**config.mk**
```make
export PLATFORM = sky130hd
export DESIGN_NAME = snn_layer_scheduler
export DESIGN_NICKNAME = d
export VERILOG_FILES = /design/src/rtl/snn_layer_scheduler.sv
export SDC_FILE = /design/constraint.sdc
export NUM_CORES = 1
export LEC_CHECK = 0
export BUFFER_PORTS_ARGS = -buffer_cell sky130_fd_sc_hd__buf_2
export CAP_MARGIN = 10
export CELL_PAD_IN_SITES_DETAIL_PLACEMENT = 0
export CELL_PAD_IN_SITES_GLOBAL_PLACEMENT = 1
export CORE_ASPECT_RATIO = 0.9
export CORE_UTILIZATION = 35
export DETAILED_ROUTE_END_ITERATION = 16
export PLACE_DENSITY = 0.66
export SLEW_MARGIN = 20
export SYNTH_ARGS = -nofsm -noshare
export SYNTH_HDL_FRONTEND = slang
export SYNTH_SLANG_ARGS = --single-unit
export TNS_END_PERCENT = 1
```
**constraint.sdc**
```tcl
create_clock -name clk -period 6.1 [get_ports clk]
set_input_delay 0.61 -clock clk [delete_from_list [all_inputs] [get_ports clk]]
set_output_delay 0.61 -clock clk [all_outputs]
set_load 0.02 [all_outputs]
```
**src/rtl/snn_layer_scheduler.sv**
```systemverilog
//============================================================================
// Module      : snn_layer_scheduler
// Description : Time-multiplexed integrate-and-fire layer. One shared
//               accumulate/fire datapath serves NUM_OUT neurons fed by
//               NUM_IN spike lines. It runs T_WINDOW timesteps, counts
//               spikes per neuron and reports the winning neuron.
//               Optional macro REFRACTORY_EN adds per-neuron refractory
//               periods of REFRAC_STEPS timesteps.
// Revision    : 1.0 - initial release
//============================================================================
`default_nettype none

module snn_layer_scheduler #(
    parameter int                 NUM_IN       = 4,
    parameter int                 NUM_OUT      = 4,
    parameter int                 T_WINDOW     = 250,
    parameter logic signed [15:0] THRESHOLD    = 16'sh00F0,
    parameter int                 CNT_W        = 8,
    parameter int                 REFRAC_STEPS = 2
) (
    input  logic                                 clk,
    input  logic                                 rst,
    input  logic                                 start,
    input  logic [NUM_IN-1:0]                    in_spikes,
    output logic [$clog2(NUM_OUT*NUM_IN)-1:0]    w_addr,
    input  logic signed [15:0]                   w_data,
    output logic [NUM_OUT-1:0]                   out_spikes,
    output logic                                 step_valid,
    output logic                                 busy,
    output logic                                 done,
    output logic [$clog2(NUM_OUT)-1:0]           winner,
    output logic [CNT_W-1:0]                     winner_cnt
);

    localparam int c_AW = $clog2(NUM_OUT*NUM_IN);
    localparam int c_OW = $clog2(NUM_OUT);
    localparam int c_IW = $clog2(NUM_IN+1);
    localparam int c_TW = (T_WINDOW > 1) ? $clog2(T_WINDOW) : 1;

    localparam logic [c_IW-1:0]   c_I_LAST  = c_IW'(NUM_IN);
    localparam logic [c_OW-1:0]   c_O_LAST  = c_OW'(NUM_OUT-1);
    localparam logic [c_TW-1:0]   c_T_LAST  = c_TW'(T_WINDOW-1);
    localparam logic [CNT_W-1:0]  c_CNT_MAX = '1;
    localparam logic signed [20:0] c_POS_LIM = 21'sd32767;
    localparam logic signed [20:0] c_NEG_LIM = -21'sd32768;

    localparam logic [2:0] c_IDLE  = 3'd0;
    localparam logic [2:0] c_LOAD  = 3'd1;
    localparam logic [2:0] c_ACCUM = 3'd2;
    localparam logic [2:0] c_FIRE  = 3'd3;
    localparam logic [2:0] c_NEXT  = 3'd4;
    localparam logic [2:0] c_DONE  = 3'd5;

    logic [2:0]               r_state;
    logic [NUM_IN-1:0]        r_spk;
    logic [c_OW-1:0]          r_o;
    logic [c_IW-1:0]          r_i;
    logic signed [19:0]       r_sum;
    logic signed [15:0]       r_pot [NUM_OUT];
    logic [CNT_W-1:0]         r_cnt [NUM_OUT];
    logic [NUM_OUT-1:0]       r_spk_next;
    logic [c_TW-1:0]          r_t;
    logic [NUM_OUT-1:0]       r_out_spikes;
    logic                     r_step_valid;
    logic                     r_busy;
    logic                     r_done;
    logic [c_OW-1:0]          r_winner;
    logic [CNT_W-1:0]         r_winner_cnt;

    logic [c_AW-1:0]          w_rom_addr;
    logic [NUM_IN:0]          w_spk_ext;
    logic                     w_spk_bit;
    logic signed [15:0]       w_pot_cur;
    logic signed [20:0]       w_sum_wide;
    logic signed [15:0]       w_new;
    logic                     w_fire;
    logic                     w_blocked;
    logic [c_OW-1:0]          w_best;
    logic [CNT_W-1:0]         w_best_cnt;

`ifdef REFRACTORY_EN
    localparam int c_RW = (REFRAC_STEPS > 0) ? $clog2(REFRAC_STEPS+1) : 1;
    localparam logic [c_RW-1:0] c_REFRAC = c_RW'(REFRAC_STEPS);
    logic [c_RW-1:0] r_ref [NUM_OUT];
    assign w_blocked = (r_ref[r_o] != '0);
`else
    assign w_blocked = 1'b0;
`endif

    // Weight address is only driven while fetching inputs 0..NUM_IN-1
    always_comb begin
        w_rom_addr = '0;
        if (r_state == c_ACCUM && r_i != c_I_LAST) begin
            w_rom_addr = c_AW'(int'(r_o) * NUM_IN + int'(r_i));
        end
    end

    // Data for input i arrives when r_i == i+1; bit 0 pads the first fetch cycle
    assign w_spk_ext = {r_spk, 1'b0};
    assign w_spk_bit = w_spk_ext[r_i];

    // Saturating potential update and threshold compare for the current neuron
    always_comb begin
        w_pot_cur  = r_pot[r_o];
        w_sum_wide = {{5{w_pot_cur[15]}}, w_pot_cur} + {r_sum[19], r_sum};
        if (w_sum_wide > c_POS_LIM) begin
            w_new = 16'sh7FFF;
        end else if (w_sum_wide < c_NEG_LIM) begin
            w_new = -16'sh8000;
        end else begin
            w_new = w_sum_wide[15:0];
        end
        w_fire = (w_new >= THRESHOLD);
    end

    // Argmax over spike counts; strict compare keeps the lowest index on ties
    always_comb begin
        w_best     = '0;
        w_best_cnt = r_cnt[0];
        for (int k = 1; k < NUM_OUT; k++) begin
            if (r_cnt[k] > w_best_cnt) begin
                w_best_cnt = r_cnt[k];
                w_best     = c_OW'(k);
            end
        end
    end

    // Scheduler FSM and neuron state
    always_ff @(posedge clk) begin
        if (rst) begin
            r_state      <= c_IDLE;
            r_spk        <= '0;
            r_o          <= '0;
            r_i          <= '0;
            r_sum        <= '0;
            r_spk_next   <= '0;
            r_t          <= '0;
            r_out_spikes <= '0;
            r_step_valid <= 1'b0;
            r_busy       <= 1'b0;
            r_done       <= 1'b0;
            r_winner     <= '0;
            r_winner_cnt <= '0;
            for (int k = 0; k < NUM_OUT; k++) begin
                r_pot[k] <= '0;
                r_cnt[k] <= '0;
`ifdef REFRACTORY_EN
                r_ref[k] <= '0;
`endif
            end
        end else begin
            r_step_valid <= 1'b0;
            r_done       <= 1'b0;
            case (r_state)
                c_IDLE: begin
                    // The done cycle still counts as part of the run, so start is ignored there
                    if (start && !r_done) begin
                        r_t        <= '0;
                        r_spk_next <= '0;
                        r_busy     <= 1'b1;
                        r_state    <= c_LOAD;
                        for (int k = 0; k < NUM_OUT; k++) begin
                            r_pot[k] <= '0;
                            r_cnt[k] <= '0;
`ifdef REFRACTORY_EN
                            r_ref[k] <= '0;
`endif
                        end
                    end
                end
                c_LOAD: begin
                    r_spk   <= in_spikes;
                    r_o     <= '0;
                    r_i     <= '0;
                    r_sum   <= '0;
                    r_state <= c_ACCUM;
                end
                c_ACCUM: begin
                    if (w_spk_bit) begin
                        r_sum <= r_sum + {{4{w_data[15]}}, w_data};
                    end
                    if (r_i == c_I_LAST) begin
                        r_state <= c_FIRE;
                    end else begin
                        r_i <= r_i + 1'b1;
                    end
                end
                c_FIRE: begin
                    if (w_blocked) begin
                        r_pot[r_o]      <= '0;
                        r_spk_next[r_o] <= 1'b0;
                    end else if (w_fire) begin
                        r_pot[r_o]      <= '0;
                        r_spk_next[r_o] <= 1'b1;
                        if (r_cnt[r_o] != c_CNT_MAX) begin
                            r_cnt[r_o] <= r_cnt[r_o] + 1'b1;
                        end
`ifdef REFRACTORY_EN
                        r_ref[r_o] <= c_REFRAC;
`endif
                    end else begin
                        r_pot[r_o]      <= w_new;
                        r_spk_next[r_o] <= 1'b0;
                    end
                    r_sum <= '0;
                    r_i   <= '0;
                    if (r_o == c_O_LAST) begin
                        r_state <= c_NEXT;
                    end else begin
                        r_o     <= r_o + 1'b1;
                        r_state <= c_ACCUM;
                    end
                end
                c_NEXT: begin
                    r_out_spikes <= r_spk_next;
                    r_step_valid <= 1'b1;
`ifdef REFRACTORY_EN
                    // A neuron that fired this step keeps its full refractory count
                    for (int k = 0; k < NUM_OUT; k++) begin
                        if (r_ref[k] != '0 && !r_spk_next[k]) begin
                            r_ref[k] <= r_ref[k] - 1'b1;
                        end
                    end
`endif
                    if (r_t == c_T_LAST) begin
                        r_state <= c_DONE;
                    end else begin
                        r_t     <= r_t + 1'b1;
                        r_state <= c_LOAD;
                    end
                end
                c_DONE: begin
                    r_winner     <= w_best;
                    r_winner_cnt <= w_best_cnt;
                    r_done       <= 1'b1;
                    r_busy       <= 1'b0;
                    r_state      <= c_IDLE;
                end
                default: begin
                    r_state <= c_IDLE;
                end
            endcase
        end
    end

    assign w_addr     = w_rom_addr;
    assign out_spikes = r_out_spikes;
    assign step_valid = r_step_valid;
    assign busy       = r_busy;
    assign done       = r_done;
    assign winner     = r_winner;
    assign winner_cnt = r_winner_cnt;

endmodule

`default_nettype wire

```
==> summary.md <==
| Metric | Value |
|---|---|
| Status | finished, final reports clean |
| Pin count of the biggest net entering global routing | 54 |
| RSZ-0062 raised after global routing | no |
| Leak | 4.19 nW |
| I/O Pins | 44 |
| Full die area | 29600 um^2 |
| Post-Syn Area | 10100 um^2 |
| First-pass GRT wire length | 41.4 mm |
| Via/cell ratio | 5.58 |
| Total track usage | 0.177 |
| Worst Hold Class | in -> reg |
| Peak supply drop | 220 uV |
| Max FO, Critical Path | 18 |
| Detail Placement HPWL | 18.6 mm |
| Mapped Avg Cell Area | 10.1 um^2 |
| Number of buffers created by CTS | 17 |
| Endpoint type of the worst setup path | register |
| Post-CTS Hold Buffers | 0 |
| Maximum clock insertion buffer count | 2 |
| # Post-CTS Setup Buffers | 0 |
| Sequential area share after synthesis | 0.410 |
| Vias in the first global route | 7532 |
| Initial antenna violation count | 0 |
| Vert. Die Dim | 163 um |
| Tcrit/Tclk final | 0.891 |
| Post-synth EDFFs | 96 |
| Rows | 58 |
| TNS Setup | 0 ns |
| Critical path class | reg -> reg |
| Total clock sinks | 159 |
| Routed vias | 7806 |
| Non-Filler Instances | 1399 |
| Slew @ Worst Pin | 0.952 ns |
| DRT iter0 DRCs | 549 |
| PwrDens | 262 nW/um^2 |
| Initial Util | 0.359 |
| Data arrival, critical path | 5.76 ns |
| Main synth FF type | edfxtp_1 |
| Antenna Cells | 0 |
| Max Cap Viol | 0 |
| PortBufs | 43 |
| CTS clk-pin slew, worst paths | 0.08 ns |
| Asr flop ratio synth | 0 |
| Core Region | 28200 um^2 |
| Clk_skew | 0.0143 ns |
| Slew Viols, Final | 0 |
| Final Hold Vio Count | 0 |
| Final min period | 5.43 ns |
| Layout Nets | 1124 |
| Relative slew slack | 0.361 |
| Setup violators final | 0 |
| Cells after DPL | 1367 |
| Synth cell types | 79 |
| CTS tree | built |
| Post-Route WL | 25.7 mm |
| Layout cell share with drive strength beyond 1 | 0.162 |
| Latest clock arrival within the worst-skew pair | 0.43 ns |
| YS warnings | 0 |
| Syn Inst Count | 1003 |
| CTS H-tree depth | 4 |
| Residual DRC | 0 |
| Placer Congestion | 0.815 |
| TritonRoute pass-1 iters | 5 |
| Worst Path Required | 6.43 ns |
| FMAX | 0.184 GHz |
| P&R area growth vs syn | 10.7% |
| Syn nets | 1101 |
| CTS root buffer | clkbuf_16 |
| Gr ovfl total | 0 |
| Setup crit start kind | register |
| Antenna Nets Post-Route | 0 |
| Die W | 181 um |
| Seq cells post-synth | 159 |
| Routed wire per std cell | 18.4 um |
## where the power goes
part           switching, mW  total [mW]  internal, mW
clock                  0.495        1.10         0.602
sequential            0.0427        1.25          1.20
combinational          0.375       0.584         0.208
## synthesized netlist by cell type (13+ instances only)
cell type	instances	area, um^2
a21o_1	13	97.6
a21oi_1	55	275
a31oi_1	14	87.6
clkbuf_1	31	116
dfxtp_1	63	1260
edfxtp_1	96	2880
ha_1	73	913
inv_1	31	116
mux2i_1	13	130
mux4_2	24	541
nand2_1	60	225
nand3_1	44	220
nor2_1	94	353
nor2b_1	13	81.3
nor3_1	83	415
o21ai_0	38	190
xnor2_1	21	184
xor2_1	23	201
## flip-flops by register name, indices dropped and copies added, names as in the netlist, named ones only
signal and cells:
r_sum 20, winner_cnt 8, r_pot 64, r_spk_next 4, r_spk 4, step_valid 1
winner 2, done 1, r_o 2, out_spikes 4, r_cnt 32, busy 1
r_i 3, r_state 3, r_t 8
## logic make-up after synthesis
logic type | count (synthesis) | share of synthesized area
buffers and inverters | 85 | 0.0404
xor gates and xnor gates | 45 | 0.0409
AOI/OAI and AO/OA | 234 | 0.164
adders and majority gates | 75 | 0.0944
muxes | 38 | 0.0675
and+or+nand+nor | 367 | 0.183
DFF | 159 | 0.410
## final cells by class
class / count / area, um^2
clock buffers: 18 / 450
clock inverters: 14 / 140
fillers: 2757 / 17000
inverters: 31 / 116
multi-input cells: 759 / 5560
flip-flops and latches: 159 / 4150
well taps: 360 / 450
repair buffers: 58 / 328
## what timing repair did
action / 4_1_cts / 5_1_grt
endpoints found under the setup margin: 0 / 1
endpoints found under the hold margin: 0 / 0
resized for setup: 0 / 1
## critical path, stage by stage (launching register included)
cell	delay, ns
edfxtp_1	0.42
ha_1	0.32
nor2b_1	0.13
o21a_1	0.16
o21ai_0	0.15
a21oi_1	0.09
o22a_2	0.33
mux2i_1	0.23
ha_1	0.28
nor2b_1	0.14
o21a_1	0.15
o21ai_0	0.16
nand2b_1	0.07
a21oi_1	0.15
o21a_1	0.24
or2_2	0.34
o21ai_0	0.14
ha_1	0.31
nor2b_1	0.14
o21a_1	0.12
o21ai_0	0.08
nand2b_1	0.08
a21oi_1	0.06
o21a_1	0.18
nor2_1	0.46
nand2_1	0.12
a311oi_1	0.28
## cells in the final DEF (no fill, tap or decap), types with 10 or more instances in the layout
cell,instances
xor2_1,23
a211oi_1,12
o211ai_1,11
a21o_1,13
ha_1,73
nor3_1,83
mux2i_1,13
nand3b_1,10
a21oi_1,55
a31oi_1,14
o21ai_1,12
nand3_1,44
dfxtp_1,62
and3_1,12
nor2b_1,13
buf_4,15
mux4_2,24
clkbuf_16,18
inv_1,31
xnor2_1,21
o21ai_0,38
buf_2,43
nand2_1,60
nor2_1,93
edfxtp_1,96
a21oi_2,12
## path summary, 6_finish.rpt
kind / start / to / slack, ns / cells after the start
worst min register to register: out_spikes[1]$_SDFFE_PP0P_ / out_spikes[1]$_SDFFE_PP0P_ / 0.47 / 2
worst max register to register: r_cnt[1][1]$_SDFFCE_PN0P_ / winner_cnt[2]$_SDFFE_PP0P_ / 0.67 / 26
worst min-delay path: in_spikes[0] / r_spk[0]$_SDFFE_PP0P_ / 0.43 / 3
worst max-delay path: r_cnt[1][1]$_SDFFCE_PN0P_ / winner_cnt[2]$_SDFFE_PP0P_ / 0.67 / 26
## metrics by stage
| stage | hold slack, ns | cell area (um^2) | util | total power [mW] | worst slack [ns] |
|---|---|---|---|---|---|
| 2_1_floorplan | 0.442 | 10100 | - | 1.71 | 0.662 |
| 3_3_place_gp | 0.445 | 10600 | 0.376 | 1.85 | 0.631 |
| 3_5_place_dp | 0.457 | 10600 | 0.376 | 1.85 | 0.576 |
| 4_1_cts | 0.420 | 11200 | 0.397 | 2.94 | 0.568 |
| 5_1_grt | 0.435 | 11200 | 0.397 | 3.06 | 0.117 |
| 6_report | 0.434 | 11200 | 0.397 | 2.93 | 0.668 |
## metal layers
metal	routed length [um]	GRT usage	up-vias
met1	13300	0.259	3781
met5	0	0	-
met4	414	0.0543	0
met2	11100	0.269	167
li1	-	-	3830
met3	931	0.0265	28
No activity file was read; power rests on OpenSTA's default activity.
